==> src/rtl/filter_gen_ctrl.sv <==
// filter_gen_ctrl: control unit for the line-buffer KxK window generator.
// Walks a raster pixel stream and produces line-buffer write/address/row-pointer
// controls, the window shift enable and a strided window-valid flag with its
// linear output index.
// Optional feature: define FILTER_GEN_STALL_CNT_EN to add the stall_cnt output.
//
// Handshake: a pixel is transferred on every rising edge where
// pix_valid & pix_ready are both high (accept). pix_ready depends only on the
// FSM state, never on pix_valid. With pix_valid low all counters hold.
module filter_gen_ctrl #(
  parameter int IMG_W  = 16,
  parameter int IMG_H  = 16,
  parameter int K      = 3,
  parameter int STRIDE = 1,
  parameter int ADDR_W = 8,
  localparam int PTR_W = (K > 2) ? $clog2(K - 1) : 1
) (
  input  logic              clk,
  input  logic              rst,
  input  logic              start,
  input  logic              pix_valid,
  output logic              pix_ready,
  output logic              lb_wr_en,
  output logic              shift_en,
  output logic [ADDR_W-1:0] lb_addr,
  output logic [PTR_W-1:0]  lb_row_ptr,
  output logic              win_valid,
  output logic [ADDR_W-1:0] out_addr,
  output logic              busy,
  output logic              done,
`ifdef FILTER_GEN_STALL_CNT_EN
  output logic [15:0]       stall_cnt,
`endif
  output logic [1:0]        state
);

  localparam int ROW_W = $clog2(IMG_H);
  localparam int PH_W  = (STRIDE > 1) ? $clog2(STRIDE) : 1;

  localparam logic [1:0] S_IDLE = 2'd0;
  localparam logic [1:0] S_FILL = 2'd1;
  localparam logic [1:0] S_RUN  = 2'd2;
  localparam logic [1:0] S_DONE = 2'd3;

  localparam logic [ADDR_W-1:0] COL_LAST  = ADDR_W'(IMG_W - 1);
  localparam logic [ADDR_W-1:0] COL_WIN0  = ADDR_W'(K - 1);
  localparam logic [ROW_W-1:0]  ROW_LAST  = ROW_W'(IMG_H - 1);
  localparam logic [ROW_W-1:0]  ROW_WIN0  = ROW_W'(K - 1);
  localparam logic [PTR_W-1:0]  PTR_LAST  = PTR_W'(K - 2);
  localparam logic [PH_W-1:0]   PH_LAST   = PH_W'(STRIDE - 1);

  logic [1:0]        state_q, state_d;
  logic [ADDR_W-1:0] col_q;
  logic [ROW_W-1:0]  row_q;
  logic [PTR_W-1:0]  ptr_q;
  logic [PH_W-1:0]   col_ph_q;
  logic [PH_W-1:0]   row_ph_q;
  logic [ADDR_W-1:0] win_cnt_q;
  logic [ADDR_W-1:0] out_addr_q;
  logic              win_valid_q;

  logic accept;
  logic col_last;
  logic row_last;
  logic last_pix;
  logic col_ok;
  logic row_ok;
  logic eligible;
  logic frame_start;

  // Handshake and position decode for the pixel currently offered.
  always_comb begin
    pix_ready   = (state_q == S_FILL) || (state_q == S_RUN);
    accept      = pix_valid & pix_ready;
    col_last    = (col_q == COL_LAST);
    row_last    = (row_q == ROW_LAST);
    last_pix    = col_last & row_last;
    col_ok      = (col_q >= COL_WIN0);
    row_ok      = (row_q >= ROW_WIN0);
    // Phase counters replace (row-(K-1)) % STRIDE and (col-(K-1)) % STRIDE.
    eligible    = row_ok & col_ok & (row_ph_q == '0) & (col_ph_q == '0);
    frame_start = (state_q == S_IDLE) & start;
  end

  // Next-state logic; the final pixel takes priority over the FILL->RUN move.
  always_comb begin
    state_d = state_q;
    case (state_q)
      S_IDLE: if (start) state_d = S_FILL;
      S_FILL: begin
        if (accept && last_pix)      state_d = S_DONE;
        else if (accept && eligible) state_d = S_RUN;
      end
      S_RUN:  if (accept && last_pix) state_d = S_DONE;
      S_DONE: state_d = S_IDLE;
      default: state_d = S_IDLE;
    endcase
  end

  // FSM state register.
  always_ff @(posedge clk) begin
    if (rst) state_q <= S_IDLE;
    else     state_q <= state_d;
  end

  // Raster position, row-rotation pointer and stride phase counters.
  always_ff @(posedge clk) begin
    if (rst || frame_start) begin
      col_q    <= '0;
      row_q    <= '0;
      ptr_q    <= '0;
      col_ph_q <= '0;
      row_ph_q <= '0;
    end else if (accept) begin
      if (col_last) begin
        col_q    <= '0;
        row_q    <= row_last ? '0 : row_q + 1'b1;
        ptr_q    <= (ptr_q == PTR_LAST) ? '0 : ptr_q + 1'b1;
        col_ph_q <= '0;
        if (row_ok) row_ph_q <= (row_ph_q == PH_LAST) ? '0 : row_ph_q + 1'b1;
      end else begin
        col_q <= col_q + 1'b1;
        if (col_ok) col_ph_q <= (col_ph_q == PH_LAST) ? '0 : col_ph_q + 1'b1;
      end
    end
  end

  // Window flag one cycle after an eligible accept; out_addr holds the index
  // of the most recent window until the next one arrives.
  always_ff @(posedge clk) begin
    if (rst || frame_start) begin
      win_valid_q <= 1'b0;
      win_cnt_q   <= '0;
      out_addr_q  <= '0;
    end else begin
      win_valid_q <= accept & eligible;
      if (accept && eligible) begin
        out_addr_q <= win_cnt_q;
        win_cnt_q  <= win_cnt_q + 1'b1;
      end
    end
  end

`ifdef FILTER_GEN_STALL_CNT_EN
  logic [15:0] stall_cnt_q;

  // Saturating count of busy cycles with no upstream pixel; held after done.
  always_ff @(posedge clk) begin
    if (rst || frame_start) begin
      stall_cnt_q <= '0;
    end else if (pix_ready && !pix_valid && (stall_cnt_q != 16'hFFFF)) begin
      stall_cnt_q <= stall_cnt_q + 16'd1;
    end
  end

  assign stall_cnt = stall_cnt_q;
`endif

  assign lb_wr_en   = accept;
  assign shift_en   = accept;
  assign lb_addr    = col_q;
  assign lb_row_ptr = ptr_q;
  assign win_valid  = win_valid_q;
  assign out_addr   = out_addr_q;
  assign busy       = pix_ready;
  assign done       = (state_q == S_DONE);
  assign state      = state_q;

endmodule

==> config.mk <==
export PLATFORM = sky130hd
export DESIGN_NAME = filter_gen_ctrl
export DESIGN_NICKNAME = d
export VERILOG_FILES = /design/src/rtl/filter_gen_ctrl.sv
export SDC_FILE = /design/constraint.sdc
export NUM_CORES = 1
export LEC_CHECK = 0
export CAP_MARGIN = 20
export CORE_MARGIN = 5
export CORE_UTILIZATION = 30
export CTS_CLUSTER_SIZE = 8
export DETAILED_ROUTE_END_ITERATION = 10
export PLACE_DENSITY = 0.61
export REMOVE_ABC_BUFFERS = 1
export SYNTH_ARGS = -nofsm -noshare
export SYNTH_HDL_FRONTEND = slang
export SYNTH_SLANG_ARGS = --single-unit
==> constraint.sdc <==
create_clock -name clk -period 2.2 [get_ports clk]
set_input_delay 0.33 -clock clk [delete_from_list [all_inputs] [get_ports clk]]
set_output_delay 0.33 -clock clk [all_outputs]
set_load 0.005 [all_outputs]
Word-level counts from Yosys, hierarchy flattened. Index checks and enable logic that the tools add are counted. W data, S select, Z words.

Bits in registers: 34. Input port bits: 4. Output and inout bits: 25. Word-level logic and storage cells: 56.

Add/sub/neg operators: 6. Magnitude comparators: 2. Eq/ne operators: 8. Muxes and demuxes: 12. Bitwise logic cells: 9. Reductions and logical operators: 10.

Operators by type and width (count): $add A8 B1 Y8 const B (2); $eq A8 B4 Y1 const B (1); $ge A8 B2 Y1 const B (1); $mux W2 (4); $mux W8 (1); $pmux W2 S4 (1); $and A1 B1 Y1 (7); $reduce_and A3 Y1 (2); $mux W1 (5); $add A4 B1 Y4 const B (1); $eq A2 B2 Y1 const B (2); $eq A4 B4 Y1 const B (1); $ge A4 B2 Y1 const B (1); $mux W4 (1); $reduce_and A2 Y1 (2); $add A1 B1 Y1 const B (3); $ne A3 B1 Y1 const B (1); $eq A2 B1 Y1 const B (1); $logic_and A1 B1 Y1 (2); $logic_not A2 Y1 (1); $logic_or A1 B1 Y1 (2); $ne A2 B1 Y1 const B (1); $ne A2 B2 Y1 const B (1); $not A1 Y1 (2); $reduce_bool A2 Y1 (1).

Depth between registers and ports, before layout. Gate-level depths: netlist (run 1).

Word-level depth: 8. Depth in mapped cells: 8. Gate-level depth less buffers: 8.

Worst setup path after synthesis (run 1). Ideal clock, no wire load.

Path kind: reg-to-reg. Start point: register state_q[0], in the netlist state[0]. End point: register win_cnt_q[5]. Library setup time: 128 ps. Arrival: 1894 ps. Required time: 2072 ps. Slack: 179 ps. Cell stages (with the launch flop): 8. Buffers on the path: 0. Period minus slack after synthesis: 2021 ps. Path through: dfxtp_1 > inv_1 > ha_1 > nand2_1 > a211o_1 > or3_1 > xor2_1 > nor2_1.

Word-level cells in the longest chain between the ends: 4. Elaborated cells between the ends (all ways): 8. Classes of those cells: eq/ne (2); bitwise (2); reduce/logical (4).

Ends and longest elaborated chain: start, declared (RTL line 52) `logic [1:0] state_q, state_d;`; start signal, assigned (RTL line 103) `else state_q <= state_d;`; $eq A2 B1 Y1 / $eq A2 B2 Y1 (equally long branches) (RTL line 73) `pix_ready = (state_q == S_FILL) || (state_q == S_RUN);`; $logic_or A1 B1 Y1 (*) (RTL line 73); via busy (RTL line 29) `output logic busy,`; $and A1 B1 Y1 (*) (RTL line 74) `accept = pix_valid & pix_ready;`; $logic_and A1 B1 Y1 (*) (RTL line 137) `if (accept && eligible) begin`; end signal, assigned (RTL line 139) `win_cnt_q <= win_cnt_q + 1'b1;`; end, declared (RTL line 58) `logic [ADDR_W-1:0] win_cnt_q;`.

Mark *: on every way through the listed nets, which the timed path passes. The rest lies on a longest branch. A chain may end at the register's enable or synchronous reset.

Final worst setup path (run 1).
Start point: register state_q[1], in the netlist state[1]. End point: output port lb_wr_en.

Word-level cells in the longest chain between the ends: 3. Elaborated cells between the ends (all ways): 4. Classes of those cells: eq/ne (2); bitwise (1); reduce/logical (1).

Ends and longest elaborated chain: $eq A2 B1 Y1 / $eq A2 B2 Y1 (equally long branches) (RTL line 73); $logic_or A1 B1 Y1 (*) (RTL line 73); $and A1 B1 Y1 (*) (RTL line 74); end, declared (RTL line 23) `output logic lb_wr_en,`.

Every way passes the cells marked *; elsewhere a longest branch is shown, timed or not.

==> flow_summary_export.csv, run 1 <==
group,metric,value,unit
outcome,outcome,"complete, no violations",
finish,fill_cells,469,
worst_setup_path,r2r_cells,7,
detailed_routing,vias,1198,
power_and_ir_drop,power,1.800,mW
synthesis,ys_seq_area_share,42.85,%
timing,rsz0062_at_grt,"no",
timing,hold_viol,0,
timing,fin_crit_sh,94.21,%
global_routing,grt_pass1_wl,5395,um
worst_setup_path,path_class,"flip-flop to primary output",
timing,finClkSkew,0.007031,ns
clock_network,cts_made_buffers,5,
placed_design,dp_hpwl,2157,um
global_routing,grt_pass1_vias,1191,
synthesis,synth_cells,164,
clock_network,cts_tree,"done",
finish,fin_util,42.41,%
worst_setup_path,worst-path-max-fanout,7,
worst_setup_path,required,1.87,ns
synthesis,yosys_warnings,0,
clock_network,cts.htree.levels,2,
global_routing,antenna_found_initial,0,
detailed_routing,vias_per_cell,4.470,
worst_setup_path,endpoint_kind,"primary output",
clock_network,clock_latency,0.28,ns
detailed_routing,wl_per_cell,11.41,um
timing,relSlewSlack,66.40,%
global_routing,grt_use_total,10.59,%
timing,slew_viol_final,0,
finish,drive_gt1_share,12.94,%
hold_path,hp-class,"flip-flop to flip-flop",
global_routing,grt_max_degree,17,
timing,setup_viol,0,
timing,fin_crit,2.073,ns
timing,fmax,0.4825,GHz
floorplan,rows,25,
floorplan,fp.dieH,80.60,um
worst_setup_path,cp-start-kind,"flip-flop",
power_and_ir_drop,pwr_density_cell,887.2,nW/um^2
finish,multi_input_area,820.8,um^2
finish,seqCellArea,640.6,um^2
finish,antennaDiodeCount,0,
finish,fin_nets,214,
power_and_ir_drop,ir_drop,413.5,uV
floorplan,die_area,6496,um^2
clock_network,clk_pin_slew,0.07,ns
clock_network,clk_path_buf_depth,2,
power_and_ir_drop,leakage,0.7204,nW
floorplan,ios,29,
run,maxCapViolations,0,
detailed_routing,drc,0,
floorplan,die_w,80.60,um
synthesis,yosys.cell_types.count,30,
worst_setup_path,arrival,1.74,ns
timing,tns,0,ns
hold_path,hold_depth,2,
detailed_routing,ant_nets,0,
finish,area_growth_syn_to_layout,35.73,%
detailed_routing,firstDrtPassIters,4,
timing,tightest_slew,0.4993,ns
global_routing,overflow,0,
clock_network,cts_sinks,32,
placed_design,portBuffers,28,
floorplan,core,4786,um^2
placed_design,place.gp.congestion,0.6919,
clock_network,root_buffer,"clkbuf_8",
synthesis,avgSynthCellArea,9.117,um^2
detailed_routing,drt_wl_total,3058,um
floorplan,start_util,31.24,%
synthesis,synth_seq_cells,32,
detailed_routing,drt_iter0_drc,35,
synthesis,syn-cell-area,1495,um^2
## cells in the final DEF (no fill, tap or decap)
| master | Yosys | routed |
|---|---|---|
| mux2i_1 | 11 | 11 |
| and2_1 | 1 | 1 |
| inv_4 | 0 | 1 |
| dfxtp_1 | 32 | 32 |
| buf_4 | 2 | 7 |
| or2_2 | 2 | 2 |
| inv_2 | 0 | 1 |
| clkdlybuf4s50_1 | 0 | 28 |
| a31oi_1 | 1 | 1 |
| nand4_1 | 3 | 3 |
| ha_1 | 10 | 9 |
| xor2_1 | 8 | 8 |
| or3_1 | 3 | 3 |
| nand3_1 | 4 | 4 |
| nand2b_1 | 2 | 2 |
| nor4_1 | 6 | 6 |
| or4_4 | 1 | 1 |
| nor3_4 | 1 | 1 |
| ha_4 | 0 | 1 |
| xnor2_1 | 8 | 8 |
| a21oi_1 | 6 | 6 |
| clkbuf_8 | 0 | 7 |
| o21ai_0 | 4 | 4 |
| a211oi_1 | 3 | 2 |
| bufinv_16 | 0 | 1 |
| and3_2 | 1 | 1 |
| a211oi_2 | 0 | 1 |
| nor3_1 | 2 | 2 |
| nand2_2 | 1 | 2 |
| nor2_1 | 29 | 29 |
| a211o_1 | 1 | 1 |
| inv_1 | 6 | 4 |
| nand2_1 | 10 | 9 |
| and3_1 | 1 | 1 |
| a21o_1 | 1 | 1 |
## sequential cells by signal, summed over array words and instances, names as in the netlist
signal	count
lb_addr	8
out_addr	8
win_cnt_q	8
row_q	4
state	2
lb_row_ptr	1
win_valid	1
## final timing paths
kind | start | to | slack, ns
min reg2reg | out_addr[4] | out_addr[4] | 0.50
min | out_addr[4] | out_addr[4] | 0.50
max reg2reg | row_q[0] | state[1] | 0.22
max | state[1] | lb_wr_en | 0.13
## worst max-delay path, stage by stage, from the launching register on
cell             delay (ns)
dfxtp_1                0.33
inv_1                  0.10
ha_4                   0.30
nand2_2                0.11
inv_4                  0.11
clkdlybuf4s50_1        0.51
## area by class of cell
class / instances / share of cell area [%]
Clock buffer: 7 / 4.747
Clock inverter: 1 / 1.480
Inverter: 6 / 1.233
Multi-Input combinational cell: 120 / 40.44
Sequential cell: 32 / 31.57
Tap cell: 67 / 4.131
Timing Repair Buffer: 35 / 16.40
## timing repair
item | in CTS | in global routing
hold endpoints to repair | 0 | 0
hold buffers | 0 | 0
endpoints found under the setup margin | 2 | 2
resized for setup | 2 | 3
setup buffers | 0 | 0
## per-stage QoR
stage                     instances  hold WS [ns]  area, um^2  worst slack [ns]
after CTS                       268        0.5039        2014           0.01165
after global routing            268        0.5489        2029           0.01021
after floorplan                 158        0.3994        1464           -0.6296
after detailed placement        260        0.4841        1886            0.1645
after global placement          260        0.4822        1886            0.1654
final                           268        0.4953        2029            0.1273
## routing by layer
| layer | global-route usage [%] | wire (um) |
|---|---|---|
| met1 | 14.12 | 1544 |
| met2 | 15.65 | 1355 |
| met3 | 3.587 | 98 |
| met4 | 4.054 | 59 |
| met5 | 0 | 0 |
## report_power, final
part           leakage, nW  internal (mW)  switching (mW)
clock network       0.0645          0.400           0.221
logic                0.398          0.289           0.264
registers            0.258          0.604          0.0215
total                0.720           1.29           0.507
## cells in the mapped netlist
master | instances | area (um^2)
a31oi_1 | 1 | 6.260
nand2_1 | 10 | 37.54
a21oi_1 | 6 | 30.03
or4_4 | 1 | 11.26
buf_4 | 2 | 15.01
nand3_1 | 4 | 20.02
a211o_1 | 1 | 8.760
a21o_1 | 1 | 7.510
inv_1 | 6 | 22.52
nor4_1 | 6 | 37.54
and3_2 | 1 | 7.510
o21ai_0 | 4 | 20.02
mux2i_1 | 11 | 110.1
nand2b_1 | 2 | 12.51
clkbuf_1 | 3 | 11.26
nand4_1 | 3 | 18.77
or3_1 | 3 | 18.77
xnor2_1 | 8 | 70.07
buf_2 | 1 | 5.000
or2_2 | 2 | 12.51
nand2_2 | 1 | 6.260
and2_1 | 1 | 6.260
a211oi_1 | 3 | 22.52
dfxtp_1 | 32 | 640.6
nor2_1 | 29 | 108.9
nor3_4 | 1 | 16.27
ha_1 | 10 | 125.1
and3_1 | 1 | 6.260
xor2_1 | 8 | 70.07
nor3_1 | 2 | 10.01
## cells by family after synthesis
kind of cell / after synthesis / share of synthesized area, %
xor gates and xnor gates: 16 / 9.373
adders and majority gates: 10 / 8.368
AOI/OAI and AO/OA: 16 / 6.360
DFF: 32 / 42.84
and+or+nand+nor: 67 / 22.09
buffers and inverters: 12 / 3.598
muxes: 11 / 7.364
(Power assumes the default switching activity.)
==> run 2: changes to the inputs <==
--- a/config.mk
+++ b/config.mk
@@ -5,13 +5,13 @@
 export SDC_FILE = /design/constraint.sdc
 export NUM_CORES = 1
 export LEC_CHECK = 0
+export ABC_AREA = 1
 export CAP_MARGIN = 20
 export CORE_MARGIN = 5
 export CORE_UTILIZATION = 30
 export CTS_CLUSTER_SIZE = 8
 export DETAILED_ROUTE_END_ITERATION = 10
 export PLACE_DENSITY = 0.61
-export REMOVE_ABC_BUFFERS = 1
 export SYNTH_ARGS = -nofsm -noshare
 export SYNTH_HDL_FRONTEND = slang
 export SYNTH_SLANG_ARGS = --single-unit
==> flow_summary_export.csv, run 2 <==
group,metric,value,unit
timing,rsz0062_at_grt,"no",
synthesis,async_flop_share,0,%
synthesis,synth_area_leader_cell,"dfxtp_1",
run,maxCapViolations,0,
clock_network,clk_pin_slew,0.07,ns
clock_network,cts_sinks,32,
global_routing,grt_pass1_wl,5789,um
synthesis,synth_cells,214,
finish,area_growth_syn_to_layout,29.08,%
hold_path,min_to,"lb_row_ptr",
floorplan,ios,29,
timing,fmax,0.4795,GHz
global_routing,gr-usage-met2,16.19,%
worst_setup_path,cpLargestDelayFamily,"buffers and inverters",
timing,fin_crit,2.086,ns
placed_design,portBuffers,28,
power_and_ir_drop,leakage,0.8083,nW
global_routing,grt_pass1_vias,1269,
clock_network,root_buffer,"clkbuf_8",
finish,fill_cells,581,
clock_network,clock_latency,0.28,ns
outcome,outcome,"complete, no violations",
finish,antennaDiodeCount,0,
timing,relSlewSlack,81.32,%
synthesis,avgSynthCellArea,7.419,um^2
timing,slew_viol_final,0,
timing,hold_slack,0.4560,ns
global_routing,grt_use_total,11.12,%
floorplan,die_area,6848,um^2
worst_setup_path,worst-path-max-fanout,7,
synthesis,synthFlopType,"dfxtp_1",
finish,drive_gt1_share,12.60,%
worst_setup_path,arrival,1.76,ns
detailed_routing,drt_iter0_drc,90,
clock_network,cts_tree,"done",
power_and_ir_drop,pwr_density_cell,790.2,nW/um^2
synthesis,syn-cell-area,1588,um^2
floorplan,rows,26,
synthesis,synth_nets,228,
detailed_routing,vias,1351,
placed_design,placed_area,1932,um^2
synthesis,yosys_warnings,0,
finish,fin_nets,260,
global_routing,met1_usage,14.80,%
worst_setup_path,cp_slowest_stage_delay,0.50,ns
worst_setup_path,slowest_stage,"clkdlybuf4s50_1",
synthesis,synth_top_cells_by_count,"43 x nand2_1, 32 x dfxtp_1, 28 x inv_1, 26 x nor2_1, 17 x a21oi_1",
hold_path,hp-class,"flip-flop to flip-flop",
synthesis,synth_edf_count,0,
synthesis,yosys.cell_types.count,29,
worst_setup_path,cp_cell_sequence,"inv_1 > ha_4 > nand2_4 > inv_4 > clkdlybuf4s50_1",
timing,tns,0,ns
worst_setup_path,cp-start-kind,"flip-flop",
placed_design,dp_hpwl,2377,um
detailed_routing,drt_wl_total,3259,um
timing,hold_viol,0,
floorplan,die_w,82.75,um
floorplan,start_util,30.89,%
finish,final_cell_mix,"43 x nand2_1, 31 x dfxtp_1, 28 x clkdlybuf4s50_1",
synthesis,ys_seq_area_share,40.35,%
worst_setup_path,r2r_end,"win_cnt_q[4]",
worst_setup_path,r2r_slack,0.41,ns
global_routing,overflow,0,
detailed_routing,drc,0,
placed_design,place.gp.congestion,0.7705,
synthesis,synth_seq_cells,32,
detailed_routing,ant_nets,0,
timing,finClkSkew,0.005567,ns
floorplan,fp.dieH,82.75,um
worst_setup_path,required,1.87,ns
synthesis,synth_top_area_share,40.35,%
clock_network,cts.htree.levels,2,
power_and_ir_drop,ir_drop,539.8,uV
detailed_routing,vias_per_cell,4.275,
worst_setup_path,r2r_start,"state[1]",
detailed_routing,wl_per_cell,10.31,um
hold_path,hold_start,"lb_row_ptr",
timing,setup_viol,0,
clock_network,clk_path_buf_depth,2,
detailed_routing,firstDrtPassIters,4,
timing,tightest_slew,0.2803,ns
synthesis,yosysMostFrequentCell,"nand2_1",
hold_path,hold_depth,1,
global_routing,grtUsageMet3,3.796,%
finish,final_common_cell,"nand2_1",
worst_setup_path,r2r_cells,9,
floorplan,core,5140,um^2
worst_setup_path,path_class,"flip-flop to primary output",
timing,fin_crit_sh,94.80,%
synthesis,synthTopCellsByArea,"dfxtp_1 40%, nand2_1 10%, ha_1 7.9%",
clock_network,cts_made_buffers,5,
finish,design_area,2049,um^2
global_routing,antenna_found_initial,0,
global_routing,busiest_layer,"met2",
global_routing,grt_max_degree,17,
worst_setup_path,worst-path-buf-inv,3,
worst_setup_path,endpoint_kind,"primary output",
## run 2: cells by family after synthesis
family | Yosys count | synth area share, %
compound gates | 37 | 13.32
xor+xnor | 3 | 1.655
fa+ha+maj | 10 | 7.880
buf+inv | 37 | 10.17
flops | 32 | 40.35
simple gates | 95 | 26.63
## run 2: cell type report
class / count / area (um^2) / share of cell area, %
Tap cell: 70 / 87.58 / 4.273
Inverter: 32 / 125.1 / 6.105
Multi-Input combinational cell: 145 / 803.3 / 39.19
Clock buffer: 7 / 96.34 / 4.701
Sequential cell: 32 / 641.9 / 31.32
Timing Repair Buffer: 30 / 295.3 / 14.41
## run 2: power breakdown
group	total (mW)	leakage, nW	switching (mW)	internal (mW)
Clock	0.488	0.0503	0.210	0.278
Sequential	0.633	0.259	0.0267	0.606
Combinational	0.499	0.499	0.251	0.247
## run 2: worst max path at each step
stage               slack, ns           to  depth (start not counted)      from
floorplan                0.55  out_addr[7]                          8  state[0]
global placement         0.22     lb_wr_en                          5  state[1]
detailed placement       0.15     shift_en                          5  state[1]
CTS                      0.04     shift_en                          5  state[1]
global route             0.03     lb_wr_en                          5  state[1]
finish                   0.11     lb_wr_en                          5  state[1]
## run 2: per-layer routing
layer  routed length [um]  share of wire (%)
met2                 1382                 42
met5                    0                  0
met3                  181                5.6
met4                   65                2.0
met1                 1629                 50
## run 2: what timing repair did
action / in CTS / in global routing
setup buffers: 0 / 0
hold buffers: 0 / 0
resized for setup: 3 / 2
setup endpoints to repair: 2 / 2
## run 2: stage by stage
stage | total power, mW | instances | setup WS, ns | util (%)
after floorplan | 0.9211 | 214 | 0.5461 | -
after global placement | 1.104 | 309 | 0.2228 | 37.59
after detailed placement | 1.106 | 309 | 0.1540 | 37.59
after CTS | 1.629 | 316 | 0.03915 | 39.73
after global routing | 1.737 | 316 | 0.03041 | 39.87
final | 1.620 | 316 | 0.1144 | 39.87
==> run 3: changes to the inputs <==
--- a/config.mk
+++ b/config.mk
@@ -8,10 +8,10 @@
 export ABC_AREA = 1
 export CAP_MARGIN = 20
 export CORE_MARGIN = 5
-export CORE_UTILIZATION = 30
+export CORE_UTILIZATION = 50
 export CTS_CLUSTER_SIZE = 8
 export DETAILED_ROUTE_END_ITERATION = 10
-export PLACE_DENSITY = 0.61
+export PLACE_DENSITY = 0.87
 export SYNTH_ARGS = -nofsm -noshare
 export SYNTH_HDL_FRONTEND = slang
 export SYNTH_SLANG_ARGS = --single-unit
==> flow_summary_export.csv, run 3 (synthesis results as in run 2) <==
group,metric,value,unit
run,maxCapViolations,0,
worst_setup_path,path_class,"flip-flop to primary output",
placed_design,dp_hpwl,2497,um
power_and_ir_drop,internal_power,0.9674,mW
hold_path,hold_start,"lb_row_ptr",
floorplan,core,3053,um^2
clock_network,root_buffer,"clkbuf_4",
clock_network,cts_tree,"done",
power_and_ir_drop,ir_drop,585.2,uV
clock_network,clk_pin_slew,0.08,ns
power_and_ir_drop,leakage,0.7809,nW
power_and_ir_drop,pwr_density_cell,735.6,nW/um^2
timing,setup_viol,0,
finish,fin_nets,259,
floorplan,fp.dieH,66.35,um
timing,relSlewSlack,77.50,%
finish,design_area,1963,um^2
worst_setup_path,r2r_slack,0.42,ns
worst_setup_path,r2r_start,"state[1]",
global_routing,grt_max_degree,17,
detailed_routing,drc,0,
floorplan,die_w,66.35,um
floorplan,rows,20,
detailed_routing,vias,1417,
detailed_routing,drt_iter0_drc,74,
placed_design,pre_cts_slack,0.1114,ns
clock_network,cts.htree.levels,2,
clock_network,clock_latency,0.33,ns
placed_design,portBuffers,28,
timing,fmax,0.4772,GHz
timing,slew_viol_final,0,
power_and_ir_drop,switchingPower,0.4767,mW
worst_setup_path,worst-path-max-fanout,7,
worst_setup_path,slowest_stage,"clkdlybuf4s50_1",
timing,finClkSkew,0.01645,ns
detailed_routing,wl_per_cell,11.58,um
worst_setup_path,endpoint_kind,"primary output",
floorplan,ios,29,
power_and_ir_drop,seqPwrFrac,44.7,%
global_routing,grt_pass1_vias,1347,
outcome,outcome,"complete, no violations",
clock_network,cts_sinks,32,
power_and_ir_drop,pwr-share-clk,21.4,%
finish,antennaDiodeCount,0,
hold_path,hp-class,"flip-flop to flip-flop",
timing,tns,0,ns
floorplan,die_area,4402,um^2
global_routing,grt_pass1_wl,5720,um
timing,fin_crit_sh,95.26,%
timing,fin_crit,2.096,ns
worst_setup_path,required,1.87,ns
floorplan,start_util,52.01,%
clock_network,clk_path_buf_depth,2,
finish,fill_cells,267,
power_and_ir_drop,switching_share,33.01,%
placed_design,place.gp.congestion,0.8379,
timing,rsz0062_at_grt,"no",
global_routing,antenna_found_initial,0,
finish,final_common_cell,"nand2_1",
worst_setup_path,arrival,1.77,ns
clock_network,cts_made_buffers,5,
timing,hold_viol,0,
finish,final_cell_mix,"43 x nand2_1, 30 x dfxtp_1, 28 x clkdlybuf4s50_1",
detailed_routing,vias_per_cell,4.903,
finish,area_growth_syn_to_layout,23.64,%
worst_setup_path,cp_slowest_stage_delay,0.51,ns
worst_setup_path,r2r_cells,9,
clock_network,cts_hold_buffers,0,
finish,finalNonFillerCells,289,
detailed_routing,drt_wl_total,3347,um
worst_setup_path,cp-start-kind,"flip-flop",
power_and_ir_drop,p_comb_share,33.9,%
placed_design,placed_area,1892,um^2
detailed_routing,ant_nets,0,
timing,tightest_slew,0.3375,ns
detailed_routing,firstDrtPassIters,4,
finish,fin_util,64.30,%
worst_setup_path,crit_start,"state[1]",
placed_design,dp.cells,282,
worst_setup_path,cp_cell_sequence,"inv_2 > ha_4 > nand2_4 > inv_4 > clkdlybuf4s50_1",
timing,setup_ws,0.1043,ns
global_routing,grt_use_total,17.00,%
finish,drive_gt1_share,13.06,%
global_routing,overflow,0,
hold_path,hold_depth,1,
run 3: cell types whose count changed in the layout (fill, tap and decap cells not counted), sizes merged:
| cell | change |
|---|---|
| clkbuf | -1 |
| clkinv | +1 |
| buf | -1 |
run 3: final timing paths:
check | to
setup / recovery | shift_en
hold reg to reg | lb_row_ptr
hold / removal | lb_row_ptr
setup reg to reg | win_cnt_q[4]
run 3: per-stage QoR:
stage / power (mW) / hold slack (ns)
6_report: 1.444 / 0.4569
5_1_grt: 1.537 / 0.4865
4_1_cts: 1.446 / 0.4636
3_5_place_dp: 1.098 / 0.4461
3_3_place_gp: 1.082 / 0.4356
2_1_floorplan: 0.9211 / 0.4456
run 3: what timing repair did:
| action | 4_1_cts | 5_1_grt |
|---|---|---|
| setup buffers | 0 | 0 |
| resized for setup | 7 | 2 |
| endpoints found under the hold margin | 0 | 0 |
| setup endpoints to repair | 2 | 2 |
run 3: critical path, delay by kind of cell, from the launching register on:
kind	cells	cell delay, ns
adders and majority gates	1	0.30
DFF	1	0.38
buffers and inverters	3	0.68
and+or+nand+nor	1	0.09
run 3: final cells by class:
cell class / count / area (um^2) / area share, %
clock buffer: 6 / 41.29 / 2.103
clock inverter: 1 / 5.005 / 0.2549
inverter: 32 / 125.1 / 6.373
multi-input combinational: 145 / 803.3 / 40.92
sequential: 32 / 645.6 / 32.89
tap: 44 / 55.05 / 2.804
timing repair buffer: 29 / 287.8 / 14.66
run 3: power by group through the flow:
stage / combinational, mW / sequential, mW / clock [mW]
2_1_floorplan: 0.273 / 0.648 / 0
3_3_place_gp: 0.434 / 0.648 / 0
3_5_place_dp: 0.448 / 0.650 / 0
4_1_cts: 0.491 / 0.641 / 0.313
5_1_grt: 0.543 / 0.652 / 0.342
6_report: 0.490 / 0.645 / 0.309
run 3: per-layer routing:
layer / vias to the layer above / wire (um) / share of wire [%] / global-route usage [%]
li1: 733 / - / - / -
met2: 39 / 1638 / 49 / 27.63
met1: 636 / 1477 / 44 / 20.25
met5: - / 0 / 0 / 0
met4: 0 / 68 / 2.0 / 9.898
met3: 9 / 163 / 4.9 / 3.912
